--- src/rtl/alu_operand_stage.sv ---
// ALU operand stage: register-file bypass from EX/MEM and MEM/WB, load-use
// hazard detection, and a single valid/ready holding register feeding the ALU.
module alu_operand_stage (
  input  logic        clk,
  input  logic        rst_n,
  input  logic        in_valid,
  output logic        in_ready,
  input  logic [5:0]  id_func,
  input  logic [4:0]  id_shamt,
  input  logic [4:0]  id_rs,
  input  logic [4:0]  id_rt,
  input  logic [4:0]  id_rd,
  input  logic [31:0] id_rs_data,
  input  logic [31:0] id_rt_data,
  input  logic [31:0] id_imm,
  input  logic        id_use_imm,
  input  logic        id_is_load,
  input  logic        id_reg_write,
  input  logic        exmem_reg_write,
  input  logic [4:0]  exmem_rd,
  input  logic [31:0] exmem_result,
  input  logic        memwb_reg_write,
  input  logic [4:0]  memwb_rd,
  input  logic [31:0] memwb_result,
  input  logic        flush,
  input  logic        ex_ready,
  output logic        ex_valid,
  output logic [5:0]  ex_func,
  output logic [4:0]  ex_shamt,
  output logic [31:0] ex_A,
  output logic [31:0] ex_B,
  output logic [4:0]  ex_rd,
  output logic        ex_reg_write,
  output logic        ex_is_load,
  output logic [15:0] hazard_stall_cnt
);

  logic [4:0]  ex_rs;
  logic [4:0]  ex_rt;
  logic        ex_use_imm;
  logic        hazard;
  logic        capture;
  logic [31:0] id_a;
  logic [31:0] id_b;
  logic [31:0] hold_a;
  logic [31:0] hold_b;

  // Register 0 is hard-wired zero and never a bypass or hazard match; EX/MEM wins.
  function automatic logic [31:0] fwd(
    input logic [4:0]  r,
    input logic [31:0] v,
    input logic        em_we,
    input logic [4:0]  em_rd,
    input logic [31:0] em_res,
    input logic        mw_we,
    input logic [4:0]  mw_rd,
    input logic [31:0] mw_res
  );
    if (r == 5'd0)                  return '0;
    else if (em_we && em_rd == r)   return em_res;
    else if (mw_we && mw_rd == r)   return mw_res;
    else                            return v;
  endfunction

  always_comb begin
    hazard = ex_valid && ex_is_load && ex_reg_write && (ex_rd != 5'd0) &&
             ((ex_rd == id_rs) || ((ex_rd == id_rt) && !id_use_imm));
    in_ready = (!ex_valid || ex_ready) && !hazard && !flush;
    capture  = in_valid && in_ready;
    id_a   = fwd(id_rs, id_rs_data, exmem_reg_write, exmem_rd, exmem_result,
                 memwb_reg_write, memwb_rd, memwb_result);
    id_b   = id_use_imm ? id_imm
                        : fwd(id_rt, id_rt_data, exmem_reg_write, exmem_rd, exmem_result,
                              memwb_reg_write, memwb_rd, memwb_result);
    // While stalled, the held operand stands in for the register-file value.
    hold_a = fwd(ex_rs, ex_A, exmem_reg_write, exmem_rd, exmem_result,
                 memwb_reg_write, memwb_rd, memwb_result);
    hold_b = ex_use_imm ? ex_B
                        : fwd(ex_rt, ex_B, exmem_reg_write, exmem_rd, exmem_result,
                              memwb_reg_write, memwb_rd, memwb_result);
  end

  always_ff @(posedge clk or negedge rst_n) begin
    if (!rst_n) begin
      ex_valid     <= 1'b0;
      ex_func      <= '0;
      ex_shamt     <= '0;
      ex_A         <= '0;
      ex_B         <= '0;
      ex_rd        <= '0;
      ex_reg_write <= 1'b0;
      ex_is_load   <= 1'b0;
      ex_rs        <= '0;
      ex_rt        <= '0;
      ex_use_imm   <= 1'b0;
    end else if (flush) begin
      ex_valid     <= 1'b0;
      ex_reg_write <= 1'b0;
      ex_is_load   <= 1'b0;
    end else if (capture) begin
      ex_valid     <= 1'b1;
      ex_func      <= id_func;
      ex_shamt     <= id_shamt;
      ex_A         <= id_a;
      ex_B         <= id_b;
      ex_rd        <= id_rd;
      ex_reg_write <= id_reg_write;
      ex_is_load   <= id_is_load;
      ex_rs        <= id_rs;
      ex_rt        <= id_rt;
      ex_use_imm   <= id_use_imm;
    end else if (ex_valid && ex_ready) begin
      ex_valid <= 1'b0;
    end else if (ex_valid) begin
      ex_A <= hold_a;
      ex_B <= hold_b;
    end
  end

  always_ff @(posedge clk or negedge rst_n) begin
    if (!rst_n) begin
      hazard_stall_cnt <= '0;
    end else if (hazard && in_valid && !flush && (hazard_stall_cnt != '1)) begin
      hazard_stall_cnt <= hazard_stall_cnt + 16'd1;
    end
  end

endmodule

--- config.mk ---
export PLATFORM = sky130hd
export DESIGN_NAME = alu_operand_stage
export DESIGN_NICKNAME = d
export VERILOG_FILES = /design/src/rtl/alu_operand_stage.sv
export SDC_FILE = /design/constraint.sdc
export NUM_CORES = 1
export LEC_CHECK = 0
export BUFFER_PORTS_ARGS = -buffer_cell sky130_fd_sc_hd__buf_2
export CAP_MARGIN = 20
export CORE_MARGIN = 1.5
export CORE_UTILIZATION = 55
export CTS_CLUSTER_DIAMETER = 120
export DETAILED_ROUTE_END_ITERATION = 10
export PLACE_DENSITY = 0.87
export SLEW_MARGIN = 25
export SYNTH_ARGS = -nofsm -noshare
export SYNTH_HDL_FRONTEND = slang
export SYNTH_SLANG_ARGS = --single-unit
--- constraint.sdc ---
create_clock -name clk -period 4.2 [get_ports clk]
set_input_delay 0.21 -clock clk [delete_from_list [all_inputs] [get_ports clk]]
set_output_delay 0.21 -clock clk [all_outputs]
set_load 0.1 [all_outputs]
# Word-level counts from Yosys, hierarchy flattened
# Cells that the tools add are included.
[totals]
in_bits = 206
elab_cells = 93
ff_bits = 110
[op_classes]
n_mux = 27
reduce_logical = 39
bitwise_logic = 1
add_sub_neg = 1
eq_ne = 13
[op_table]
columns = ["operator", "n"]
rows = [
  ["32-bit two-way mux", 20],
  ["5-bit == test", 10],
  ["1-bit logical AND", 20],
  ["5-bit logical NOT", 4],
  ["16-bit by 1-bit adder with 16-bit output (second input constant)", 1],
  ["16-bit inequality test (second input constant)", 1],
  ["4-bit nonzero test", 2],
  ["1-bit two-way mux", 7],
  ["5-bit AND reduction", 1],
  ["5-bit nonzero test", 1],
  ["1-bit logical NOT", 4],
  ["4-bit AND reduction", 1],
  ["2-bit nonzero test", 2],
  ["3-bit nonzero test", 1],
  ["1-bit logical OR", 2],
  ["2-bit by 1-bit inequality test with 1-bit output (second input constant)", 1],
  ["2-bit inequality test (second input constant)", 1],
  ["2-bit AND reduction", 1],
  ["1-bit NOT", 1],
]

# Depth between registers and ports, before layout
[depth]
ltp_word = 10
mapped_depth = 9
depth_no_buf = 6

# Worst setup path before layout
# No wires, ideal clock.
[synth_path]
kind = "register -> output"
startpoint = "register ex_rd[0]"
endpoint = "output port in_ready"
stages_incl_launch_ff = 5
n_path_buf = 0
arrival_ps = 3682
path_slack_ps = 308
path_cell_list = "dfrtp_1 xnor2_1 nand3_1 o32ai_4 a211oi_1"
[synth_between]
elab_chain_len = 7
[synth_lines]
columns = ["element", "line_no", "rtl"]
rows = [
  ["start, declared", "32", "output logic [4:0] ex_rd,"],
  ["start signal, assigned", "106", "ex_rd <= id_rd;"],
  ["5-bit == test", "67", "((ex_rd == id_rs) || ((ex_rd == id_rt) && !id_use_imm));"],
  ["1-bit logical AND", "67", ""],
  ["1-bit logical OR", "67", ""],
  ["1-bit logical AND (*)", "66", "hazard = ex_valid && ex_is_load && ex_reg_write && (ex_rd != 5'd0) &&"],
  ["1-bit logical NOT (*)", "68", "in_ready = (!ex_valid || ex_ready) && !hazard && !flush;"],
  ["1-bit logical AND (*) (2 in a row)", "68", ""],
  ["end, declared", "7", "output logic in_ready,"],
]
# Mark *: on every way between the ends. The rest lies on a longest branch, timed or not.

# Worst setup path after layout
[layout_path]
startpoint = "register ex_rs[1]"
endpoint = "register ex_A[30]"
[layout_between]
elab_chain_len = 7
[layout_lines]
columns = ["element", "line_no", "rtl"]
rows = [
  ["start, declared", "38", "logic [4:0] ex_rs;"],
  ["start signal, assigned", "109", "ex_rs <= id_rs;"],
  ["5-bit == test", "60", "else if (em_we && em_rd == r) return em_res;"],
  ["1-bit logical AND", "60", ""],
  ["32-bit two-way mux", "60", ""],
  ["32-bit two-way mux", "59", "if (r == 5'd0) return '0;"],
  ["32-bit two-way mux", "114", "end else if (ex_valid) begin"],
  ["32-bit two-way mux", "112", "end else if (ex_valid && ex_ready) begin"],
  ["32-bit two-way mux", "100", "end else if (capture) begin"],
  ["end signal, assigned", "104", "ex_A <= id_a;"],
  ["end signal, assigned", "115", "ex_A <= hold_a;"],
  ["end, declared", "30", "output logic [31:0] ex_A,"],
]
# Parallel ways exist; a longest one is shown, timed or not. The select of a mux whose other input is x is not followed.
# A chain may end at the register's enable or synchronous reset.

==> impl_metrics.py <==
metrics = {
    "status": {
        "status": "completed",
    },
    "detailed_routing": {
        "drc_errors": 0,
        "wirelength_um": 30900,
        "avgViaCountPerCell": 6.65,
        "avgRoutedWirePerCell_um": 22.0,
        "drt_iter0_markers": 988,
        "ant_nets": 0,
        "via_count": 9346,
        "dr.pass1.iters": 5,
    },
    "worst_setup_path": {
        "path_class": "reg2reg",
        "critPathTopFamily": "simple AND/OR/NAND/NOR gates",
        "cp_cell_sequence": "or4_1, nor2_1, inv_2, a31oi_4, or2_1, buf_4, a31oi_1",
        "crit_fanout": 33,
        "crit_path_max_incr_delay_ns": 0.67,
        "cp-end-kind": "flip-flop",
        "path_buf_inv": 2,
        "cp-start-kind": "flip-flop",
        "arrival_ns": 3.13,
        "crit_start": "ex_rs[1]",
        "cp.required_ns": 4.43,
        "r2r_start": "ex_rs[1]",
        "worst_path_max_delay_cell": "or2_1",
    },
    "min_path": {
        "worstHoldStart": "id_func[2]",
        "hold_class": "in2reg",
    },
    "cts": {
        "clockRootBuffer": "clkbuf_16",
        "holdBufCountCts": 1,
        "clkLatencyLatePin_ns": 0.36,
        "cts_resized": 0,
        "path_clk_slew_ns": 0.07,
        "clk_path_buf_depth": 2,
        "cts_tree": "yes",
        "clock_sinks": 110,
        "htreeDepth": 3,
        "numCtsBuffers": 9,
        "post-cts-setup-buffer-count": 0,
    },
    "die": {
        "fp-row-count": 45,
        "initial_core_util_pct": 56.4,
        "dieArea_um2": 16300,
        "die_y_um": 128,
        "die_w_um": 128,
        "core_um2": 15200,
        "pin_count": 306,
    },
    "sta": {
        "period_minus_slack_ns": 2.91,
        "fin_setup_tns_ns": 0,
        "slew_headroom_pct": 28.5,
        "slew_violations": 0,
        "max_slew.worst_pin.slew_ns": 1.07,
        "rsz0062_at_grt": "false",
        "setup_slack_ns": 1.29,
        "fin_crit_sh_pct": 69.3,
        "hold_violations": 0,
        "fmax_ghz": 0.344,
        "skew_ns": 0.0143,
        "finalSetupViolations": 0,
        "hold_ws_ns": 0.0428,
    },
    "logic_synthesis": {
        "async_flop_share_pct": 100,
        "synth_flop_cell": "dfrtp_1",
        "ys_types": 57,
        "syn-cell-area_um2": 8570,
        "netlist_instances": 981,
        "yosys.area.top_type": "dfrtp_1",
        "synth_area_leaders": "dfrtp_1 32%, mux2_2 7.1%, nand2_1 5.6%",
        "ys_ff_latch": 110,
        "synth_top_area_share_pct": 32.1,
        "synth_nets": 1188,
        "synth_area_per_cell_um2": 8.74,
        "synth_enable_flop_cells": 0,
        "ys_seq_area_share_pct": 32.1,
        "synth.yosys.warnings": 0,
    },
    "power": {
        "design_power_total_w": 0.00457,
        "p_leak_nw": 4.38,
        "power_density_nw_per_um2": 439,
        "ir_worst_vdd_uv": 374,
    },
    "place": {
        "place_ws_ns": 1.33,
        "gp_congestion": 0.901,
        "dpl.hpwl_um": 20700,
        "placed_area_um2": 10100,
        "numPortBuffers": 305,
    },
    "finish": {
        "finalNetCount": 1417,
        "drive_gt1_share_pct": 36.8,
        "fill_cells": 1232,
        "syn_to_final_growth_pct": 21.4,
        "final_area_um2": 10400,
    },
    "global_routing": {
        "antenna_found_initial": 2,
        "grtUsageTotal_pct": 37.3,
        "grt_pass1_vias": 8865,
        "grt_max_degree": 119,
        "grt_pass1_wl_um": 47700,
        "grt_overflow_total": 0,
    },
    "flow_run": {
        "drv_cap": 0,
    },
}
-- final cells by class --
cell class | count | area (um2) | share of cell area (%)
sequential | 110 | 2750 | 26.4
timing repair buffer | 324 | 1740 | 16.7
inverter | 27 | 101 | 0.973
clock buffer | 10 | 229 | 2.20
tap | 188 | 235 | 2.26
clock inverter | 6 | 62.6 | 0.601
antenna | 2 | 5.00 | 0.0481
multi-input combinational | 738 | 5290 | 50.8
-- per-layer routing --
layer,vias up,global-route usage [%],part of all wire [%]
met4,2,17.6,4.0
met3,100,9.35,11
met2,671,60.6,47
met5,-,0,0.039
met1,4411,46.7,38
li1,4162,-,-
-- report_power, final --
part | switching (W) | internal, W | leakage, nW
clock network | 0.000415 | 0.000463 | 0.146
logic | 0.00182 | 0.000493 | 2.92
registers | 0.000139 | 0.00124 | 1.32
-- cell families after synthesis --
logic type | count (synthesis) | synth area share [%]
xor+xnor | 65 | 7.08
fa+ha+maj | 1 | 0.146
flops | 110 | 32.1
buf+inv | 133 | 6.80
compound gates | 251 | 25.0
simple gates | 348 | 19.3
mux | 73 | 9.59
-- registers in the layout (all words and copies together), names as in the netlist, 5 cells and up --
name              count
ex_A                 32
ex_B                 32
hazard_stall_cnt     16
ex_func               6
ex_rd                 5
ex_rs                 5
ex_rt                 5
ex_shamt              5
-- synth_stat cells, types with 2 or more instances --
library cell    n
clkbuf_1       58
and3_1          2
xor2_1         17
nand2b_1        2
inv_1          26
buf_6           4
a41oi_1         2
nor4_1          3
xnor2_1        43
nor3_1         71
o21ai_0        55
dfrtp_1       110
o2111ai_1      31
nand3_1        91
nor2b_1         2
mux2_2         54
nand2_1       128
nand4b_1        2
nand3b_1        2
a41oi_2        29
buf_1           5
nand4_1         9
or3_1          11
a21oi_1         2
nor2_1         14
a21o_1          2
or2_1           4
mux2_1         19
buf_4           2
a31oi_1        32
o211ai_1       40
a21oi_2         2
xnor2_2         5
o311ai_1        2
buf_2          36
o311ai_0       43
-- cell usage in the layout, fill, tap and decap left out, drive strengths merged, types with 15 or more instances in the layout --
cell type	Yosys	final
nand3	92	92
xor2	17	17
o2111ai	31	31
nor2	15	15
mux2	73	73
xnor2	48	48
o21ai	56	56
dfrtp	110	110
buf	47	323
a41oi	31	31
a31oi	34	34
inv	27	27
o211ai	40	40
nand2	128	128
o311ai	45	45
nor3	72	72
-- path summary, 6_finish.rpt --
kind                              end  slack [ns]  cells past startpoint
setup / recovery             ex_A[30]        1.29                      7
hold / removal             ex_func[2]        0.04                      3
setup reg to reg             ex_A[30]        1.29                      7
hold reg to reg            ex_func[3]        0.48                      2
max in group asynchronous    ex_A[31]        2.99                      3
min in group asynchronous    ex_B[24]        0.21                      2
-- through the flow --
step / utilization (%) / std cells
global route: 68.5 / 1404
CTS: 68.3 / 1402
global placement: 66.1 / 1384
finish: 68.5 / 1405
detailed placement: 66.3 / 1385
floorplan: - / 981
-- tightest hold or removal path, delay by kind of cell --
family,cells,cell delay (ns)
buf+inv,1,0.07
simple gates,2,0.08
(Power assumes the default switching activity.)
